[src/rtl/cp0_except_if.sv]
// Bus between the MEM/WB pipeline and the CP0 exception block.
// Carries exception inputs, mtc0/mfc0 access and resolved exception outputs.
interface cp0_except_if;
    logic        valid_i;
    logic [31:0] pc_i;
    logic        in_delayslot_i;
    logic [8:0]  except_i;
    logic [31:0] bad_addr_i;
    logic [5:0]  int_i;
    logic        we_i;
    logic [4:0]  waddr_i;
    logic [31:0] wdata_i;
    logic [4:0]  raddr_i;
    logic [31:0] rdata_o;
    logic [31:0] excepttype_o;
    logic [31:0] cp0_epc_o;
    logic [31:0] status_o;
    logic [31:0] cause_o;
    logic        timer_int_o;

    modport master (
        output valid_i, pc_i, in_delayslot_i, except_i, bad_addr_i, int_i,
        output we_i, waddr_i, wdata_i, raddr_i,
        input  rdata_o, excepttype_o, cp0_epc_o, status_o, cause_o, timer_int_o
    );

    modport slave (
        input  valid_i, pc_i, in_delayslot_i, except_i, bad_addr_i, int_i,
        input  we_i, waddr_i, wdata_i, raddr_i,
        output rdata_o, excepttype_o, cp0_epc_o, status_o, cause_o, timer_int_o
    );
endinterface

[src/rtl/cp0_except.sv]
// MEM-stage exception resolver and CP0 register file
// (BadVAddr, Count, Compare, Status, Cause, EPC).
module cp0_except #(
    parameter logic [31:0] RESET_STATUS = 32'h00400000,
    parameter int          COUNT_DIV    = 2
) (
    input logic         clk,
    input logic         rst,
    cp0_except_if.slave bus
);
    localparam logic [4:0] R_BADV = 5'd8;
    localparam logic [4:0] R_COUNT = 5'd9;
    localparam logic [4:0] R_COMPARE = 5'd11;
    localparam logic [4:0] R_STATUS = 5'd12;
    localparam logic [4:0] R_CAUSE = 5'd13;
    localparam logic [4:0] R_EPC = 5'd14;
    localparam logic [31:0] STATUS_WMASK = 32'h0000ff03;
    localparam logic [31:0] CAUSE_WMASK = 32'h00000300;

    logic [31:0] badvaddr, count, compare, status, cause, epc;
    logic        phase, timer_int;

    logic wr_count, wr_compare, wr_status, wr_cause, wr_epc;
    logic [31:0] count_eff, compare_eff, status_eff, cause_eff, epc_eff;
    logic [31:0] count_next;
    logic        inc, int_pend, commit, eret, bad_wr;
    logic [4:0]  code;
    logic [8:0]  ex;

    assign ex = bus.except_i;

    assign wr_count   = bus.we_i && bus.waddr_i == R_COUNT;
    assign wr_compare = bus.we_i && bus.waddr_i == R_COMPARE;
    assign wr_status  = bus.we_i && bus.waddr_i == R_STATUS;
    assign wr_cause   = bus.we_i && bus.waddr_i == R_CAUSE;
    assign wr_epc     = bus.we_i && bus.waddr_i == R_EPC;

    // Same-cycle mtc0 values seen by every combinational decision
    assign count_eff   = wr_count ? bus.wdata_i : count;
    assign compare_eff = wr_compare ? bus.wdata_i : compare;
    assign status_eff  = wr_status ?
        ((status & ~STATUS_WMASK) | (bus.wdata_i & STATUS_WMASK)) : status;
    assign cause_eff   = wr_cause ?
        ((cause & ~CAUSE_WMASK) | (bus.wdata_i & CAUSE_WMASK)) : cause;
    assign epc_eff     = wr_epc ? bus.wdata_i : epc;

    assign int_pend = status_eff[0] && !status_eff[1] &&
                      |(cause_eff[15:8] & status_eff[15:8]);

    always_comb begin
        code = 5'h00;
        if (!rst && bus.valid_i) begin
            if (int_pend)   code = 5'h01;
            else if (ex[0]) code = 5'h04;
            else if (ex[1]) code = 5'h0a;
            else if (ex[2]) code = 5'h0c;
            else if (ex[3]) code = 5'h0d;
            else if (ex[4]) code = 5'h08;
            else if (ex[5]) code = 5'h09;
            else if (ex[6]) code = 5'h0e;
            else if (ex[7]) code = 5'h04;
            else if (ex[8]) code = 5'h05;
        end
    end

    assign eret   = code == 5'h0e;
    assign commit = code != 5'h00 && !eret;
    assign bad_wr = code == 5'h04 || code == 5'h05;

    assign inc        = (COUNT_DIV == 1) ? 1'b1 : phase;
    assign count_next = count + 32'd1;

    always_ff @(posedge clk or posedge rst) begin
        if (rst) begin
            badvaddr  <= '0;
            count     <= '0;
            compare   <= '0;
            status    <= RESET_STATUS;
            cause     <= '0;
            epc       <= '0;
            phase     <= 1'b0;
            timer_int <= 1'b0;
        end else begin
            phase <= (COUNT_DIV == 1) ? 1'b0 : ~phase;
            if (wr_count) begin
                count <= bus.wdata_i;
                phase <= 1'b0;
            end else if (inc) begin
                count <= count_next;
            end
            if (wr_compare) compare <= bus.wdata_i;
            if (wr_compare)
                timer_int <= 1'b0;
            else if (inc && !wr_count && count_next == compare)
                timer_int <= 1'b1;
            status <= status_eff;
            epc    <= epc_eff;
            cause  <= {cause_eff[31:16], bus.int_i[5] | timer_int,
                       bus.int_i[4:0], cause_eff[9:0]};
            // Exception fields override any same-cycle mtc0 value
            if (commit) begin
                if (!status_eff[1]) begin
                    epc <= bus.in_delayslot_i ? bus.pc_i - 32'd4 : bus.pc_i;
                    cause[31] <= bus.in_delayslot_i;
                end
                status[1]  <= 1'b1;
                cause[6:2] <= code;
                if (bad_wr) badvaddr <= ex[0] ? bus.pc_i : bus.bad_addr_i;
            end
            if (eret) status[1] <= 1'b0;
        end
    end

    always_comb begin
        case (bus.raddr_i)
            R_BADV:    bus.rdata_o = badvaddr;
            R_COUNT:   bus.rdata_o = count_eff;
            R_COMPARE: bus.rdata_o = compare_eff;
            R_STATUS:  bus.rdata_o = status_eff;
            R_CAUSE:   bus.rdata_o = cause_eff;
            R_EPC:     bus.rdata_o = epc_eff;
            default:   bus.rdata_o = 32'h0;
        endcase
    end

    assign bus.excepttype_o = {27'd0, code};
    assign bus.cp0_epc_o    = epc_eff;
    assign bus.status_o     = status;
    assign bus.cause_o      = cause;
    assign bus.timer_int_o  = timer_int;
endmodule
[src/flat_wrapper.sv]
// flat-port wrapper written by rule: the top's interface ports become plain ports
module cp0_except_flat 
#(
    parameter logic [31:0] RESET_STATUS = 32'h00400000,
    parameter int          COUNT_DIV    = 2
)
  (clk, rst, bus_valid_i, bus_pc_i, bus_in_delayslot_i, bus_except_i, bus_bad_addr_i, bus_int_i, bus_we_i, bus_waddr_i, bus_wdata_i, bus_raddr_i, bus_rdata_o, bus_excepttype_o, bus_cp0_epc_o, bus_status_o, bus_cause_o, bus_timer_int_o);
  cp0_except_if bus_i ();
  input logic clk;
  input logic rst;
  input wire logic [$bits(bus_i.valid_i)-1:0] bus_valid_i;
  input wire logic [$bits(bus_i.pc_i)-1:0] bus_pc_i;
  input wire logic [$bits(bus_i.in_delayslot_i)-1:0] bus_in_delayslot_i;
  input wire logic [$bits(bus_i.except_i)-1:0] bus_except_i;
  input wire logic [$bits(bus_i.bad_addr_i)-1:0] bus_bad_addr_i;
  input wire logic [$bits(bus_i.int_i)-1:0] bus_int_i;
  input wire logic [$bits(bus_i.we_i)-1:0] bus_we_i;
  input wire logic [$bits(bus_i.waddr_i)-1:0] bus_waddr_i;
  input wire logic [$bits(bus_i.wdata_i)-1:0] bus_wdata_i;
  input wire logic [$bits(bus_i.raddr_i)-1:0] bus_raddr_i;
  output wire logic [$bits(bus_i.rdata_o)-1:0] bus_rdata_o;
  output wire logic [$bits(bus_i.excepttype_o)-1:0] bus_excepttype_o;
  output wire logic [$bits(bus_i.cp0_epc_o)-1:0] bus_cp0_epc_o;
  output wire logic [$bits(bus_i.status_o)-1:0] bus_status_o;
  output wire logic [$bits(bus_i.cause_o)-1:0] bus_cause_o;
  output wire logic [$bits(bus_i.timer_int_o)-1:0] bus_timer_int_o;
  assign bus_i.valid_i = bus_valid_i;
  assign bus_i.pc_i = bus_pc_i;
  assign bus_i.in_delayslot_i = bus_in_delayslot_i;
  assign bus_i.except_i = bus_except_i;
  assign bus_i.bad_addr_i = bus_bad_addr_i;
  assign bus_i.int_i = bus_int_i;
  assign bus_i.we_i = bus_we_i;
  assign bus_i.waddr_i = bus_waddr_i;
  assign bus_i.wdata_i = bus_wdata_i;
  assign bus_i.raddr_i = bus_raddr_i;
  assign bus_rdata_o = bus_i.rdata_o;
  assign bus_excepttype_o = bus_i.excepttype_o;
  assign bus_cp0_epc_o = bus_i.cp0_epc_o;
  assign bus_status_o = bus_i.status_o;
  assign bus_cause_o = bus_i.cause_o;
  assign bus_timer_int_o = bus_i.timer_int_o;
  cp0_except #(.RESET_STATUS(RESET_STATUS), .COUNT_DIV(COUNT_DIV)) u_core (.clk(clk), .rst(rst), .bus(bus_i));
endmodule
[config.mk]
export PLATFORM = sky130hd
export DESIGN_NAME = cp0_except_flat
export DESIGN_NICKNAME = d
export VERILOG_FILES = /design/src/rtl/cp0_except_if.sv /design/src/rtl/cp0_except.sv /design/src/flat_wrapper.sv
export SDC_FILE = /design/constraint.sdc
export NUM_CORES = 1
export LEC_CHECK = 0
export BUFFER_PORTS_ARGS = -buffer_cell sky130_fd_sc_hd__buf_2
export CAP_MARGIN = 15
export CORE_MARGIN = 3
export CORE_UTILIZATION = 45
export DETAILED_ROUTE_END_ITERATION = 7
export PLACE_DENSITY = 0.7
export SYNTH_ARGS = -nofsm -noshare
export SYNTH_HDL_FRONTEND = slang
export SYNTH_SLANG_ARGS = --single-unit
[constraint.sdc]
create_clock -name clk -period 10 [get_ports clk]
set_input_delay 0 -clock clk [delete_from_list [all_inputs] [get_ports clk]]
set_output_delay 0 -clock clk [all_outputs]
set_load 0.005 [all_outputs]
==> results.ini <==
[floorplan]
io_pins = 287
initial_utilization_pct = 46.2
core_um2 = 22800
dieArea_um2 = 25300
dieWidth_um = 159
rows = 55
die_h_um = 159

[yosys]
syn_inst = 1120
synth.area.top_cells = dfrtp_1 (36%), mux2_2 (8.0%), mux2i_1 (6.9%)
synth_area_per_cell_um2 = 9.41
ys_seq_area_share_pct = 36.3
syn-cell-area_um2 = 10500
synth_top_area_share_pct = 36.3
synth-main-ff-cell = dfrtp_1
async_reset_ff_share_pct = 100
yosysUniqueCellTypes = 68
synth_top_area_cell = dfrtp_1
synth-edff-count = 0
ys_warn_count = 0
ys_seq_elements = 153

[route]
vias_per_cell = 5.61
drt_wl_total_um = 34900
wl_per_cell_um = 20.1
dr.first_iter.drc_count = 1192
vias = 9743
dr.pass1.iters = 6
drc_errors = 0
drtAntennaViolNets = 0

[timing]
clock_skew_ns = 0.0115
final-max-slew-violation-count = 0
maxSlewHeadroom_pct = 26.0
setup_viol = 0
final.setup.tns_ns = 0
worstMarginPinSlew_ns = 1.08
min_period_ns = 3.11
max_freq_ghz = 0.321
rsz0062_at_grt = false
finalHoldViolCount = 0
finalCritPeriodShare_pct = 31.1

[worst_setup_path]
required_ns = 10.28
crit_buf_inv = 2
cp-end-kind = flip-flop
path_class = in -> reg
cp_slowest_stage_delay_ns = 0.84
path_cells = dlygate4sd3_1 -> buf_2 -> or4_1 -> nor4_1 -> and3_1 -> nand2_1 -> nor3_1 -> xnor2_1 -> mux2i_1
path_max_fanout = 7
cpMaxStageDelayCell = nor4_1
path_delay_family = simple AND/OR/NAND/NOR gates
crit_path_start_kind = input port
worstPathArrival_ns = 3.39

[finish]
nNetsFinal = 1537
synthToLayoutAreaGrowth_pct = 25.5
drive_gt1_share_pct = 25.0
final_util_pct = 57.9
layout_common_cells = buf_2 (217), dfrtp_1 (153), dlygate4sd3_1 (116)
fillers = 1955
layout.area.seq_um2 = 3830
layout_commonest_cell = buf_2
multi_input_area_um2 = 5930

[power]
power_density_nw_per_um2 = 167
vdd_drop_max_uv = 119
p_leak_nw = 6.05

[clock_network]
post_cts_buffers = 0
clk_latency_ns = 0.44
clk_pin_slew_ns = 0.06
cts-root-buf = clkbuf_16
htreeDepth = 4
cts_tree = yes
clock_path_buffers = 2
clkSinkCount = 153
cts_made_buffers = 17

[flow_run]
max-cap-violations = 0

[placed_design]
portBuffers = 217
place.gp.congestion = 0.949
hpwlAfterDp_um = 25200

[global_routing]
gr-usage-met1_pct = 37.6
grt_max_degree = 103
grt_pass1_vias = 9442
grt_overflow = 0
antenna_found_initial = 1
grt_use_met2_pct = 41.4
met3_usage_pct = 5.02
grt.busiest_layer = met2
grt_pass1_wl_um = 54000
track_usage_pct = 26.9

[status]
outcome = finished, final reports clean

[worst_hold_path]
min_path_type = in -> reg

## power breakdown
| group | switching [mW] | total, mW | internal [mW] |
|---|---|---|---|
| clock | 0.277 | 0.598 | 0.320 |
| sequential | 0.157 | 0.930 | 0.772 |
| combinational | 0.355 | 0.678 | 0.323 |
## synthesized netlist by cell type, drive strengths merged (14+ instances only)
library cell	instances
dfrtp	153
nand2	110
mux2	106
buf	94
mux2i	73
xnor2	60
nor2	51
inv	50
clkbuf	49
xor2	49
o21ai	45
a21oi	44
nand3	25
and2	17
nor4	17
nand4	16
nor3	14
## flip-flops by register name (all words and copies together), names as in the netlist
name and cells:
u_core.inc 1, u_core.bus.timer_int_o 1, u_core.bus.status_o 10, u_core.epc 32
u_core.badvaddr 32, u_core.bus.cause_o 13, u_core.compare 32, u_core.count 32
## per-layer routing
metal | routed length [um] | share of wire [%]
met5 | 0 | 0
met4 | 1170 | 3.3
met3 | 2970 | 8.5
met2 | 16000 | 46
met1 | 14800 | 42
## worst register-to-register path, stage by stage, from the launching register on
cell and delay [ns]:
dfrtp_1 0.53, nand4_1 0.26, or4_1 0.68, nor2_1 0.33
mux2i_1 0.15, or4_1 0.54, nor4_1 0.20, a32o_1 0.20
## worst paths after layout
check / from / cells past startpoint / slack (ns) / endpoint
setup / recovery: bus_pc_i[9] / 9 / 6.89 / u_core.epc[31]$_DFF_PP0_
hold / removal: bus_valid_i / 3 / 0.04 / u_core.bus.cause_o[2]$_DFFE_PP0N_
setup reg to reg: u_core.count[4]$_DFFE_PP0N_ / 7 / 7.05 / u_core.bus.timer_int_o$_DFFE_PP0P_
hold reg to reg: u_core.badvaddr[21]$_DFFE_PP0P_ / 1 / 0.48 / u_core.badvaddr[21]$_DFFE_PP0P_
max in group asynchronous: rst / 4 / 8.38 / u_core.compare[14]$_DFF_PP0_
min in group asynchronous: rst / 3 / 0.36 / u_core.bus.cause_o[4]$_DFFE_PP0N_
## cells by family (layout without fill, tap and decap cells)
family                   after synthesis  in the layout  synth area share, %
AND/OR/NAND/NOR                      307            307                 14.6
buffers and inverters                193            428                 10.1
adder cells (fa/ha/maj)                2              2                0.237
AO/OA/AOI/OAI                        175            175                 11.4
multiplexers                         179            179                 18.3
other                                  2             70               0.0712
flip-flops                           153            153                 36.3
XOR/XNOR                             109            109                 9.05
## stage by stage
step	instance area (um^2)	power, mW	hold WS, ns	setup WS (ns)	std cells
after global routing	13200	2.32	0.0520	6.68	1736
after CTS	13200	2.19	0.0148	6.98	1735
final	13200	2.21	0.0378	6.89	1736
after global placement	11500	1.54	0.109	6.78	1587
after floorplan	10800	1.33	0.0314	5.88	1187
after detailed placement	11500	1.56	0.109	6.73	1587
## timing repair
action / CTS / global route
gates resized for setup: 0 / 0
hold buffers: 116 / 0
hold endpoints to repair: 247 / 0
## cell type report
class / instances / area share [%]
Inverter: 50 / 1.46
Antenna cell: 1 / 0.0189
Multi-Input combinational cell: 841 / 44.9
Sequential cell: 153 / 28.9
Timing Repair Buffer: 346 / 17.7
Tap cell: 313 / 2.96
Clock buffer: 20 / 3.30
Clock inverter: 12 / 0.738
No activity file was read; power rests on OpenSTA's default activity.
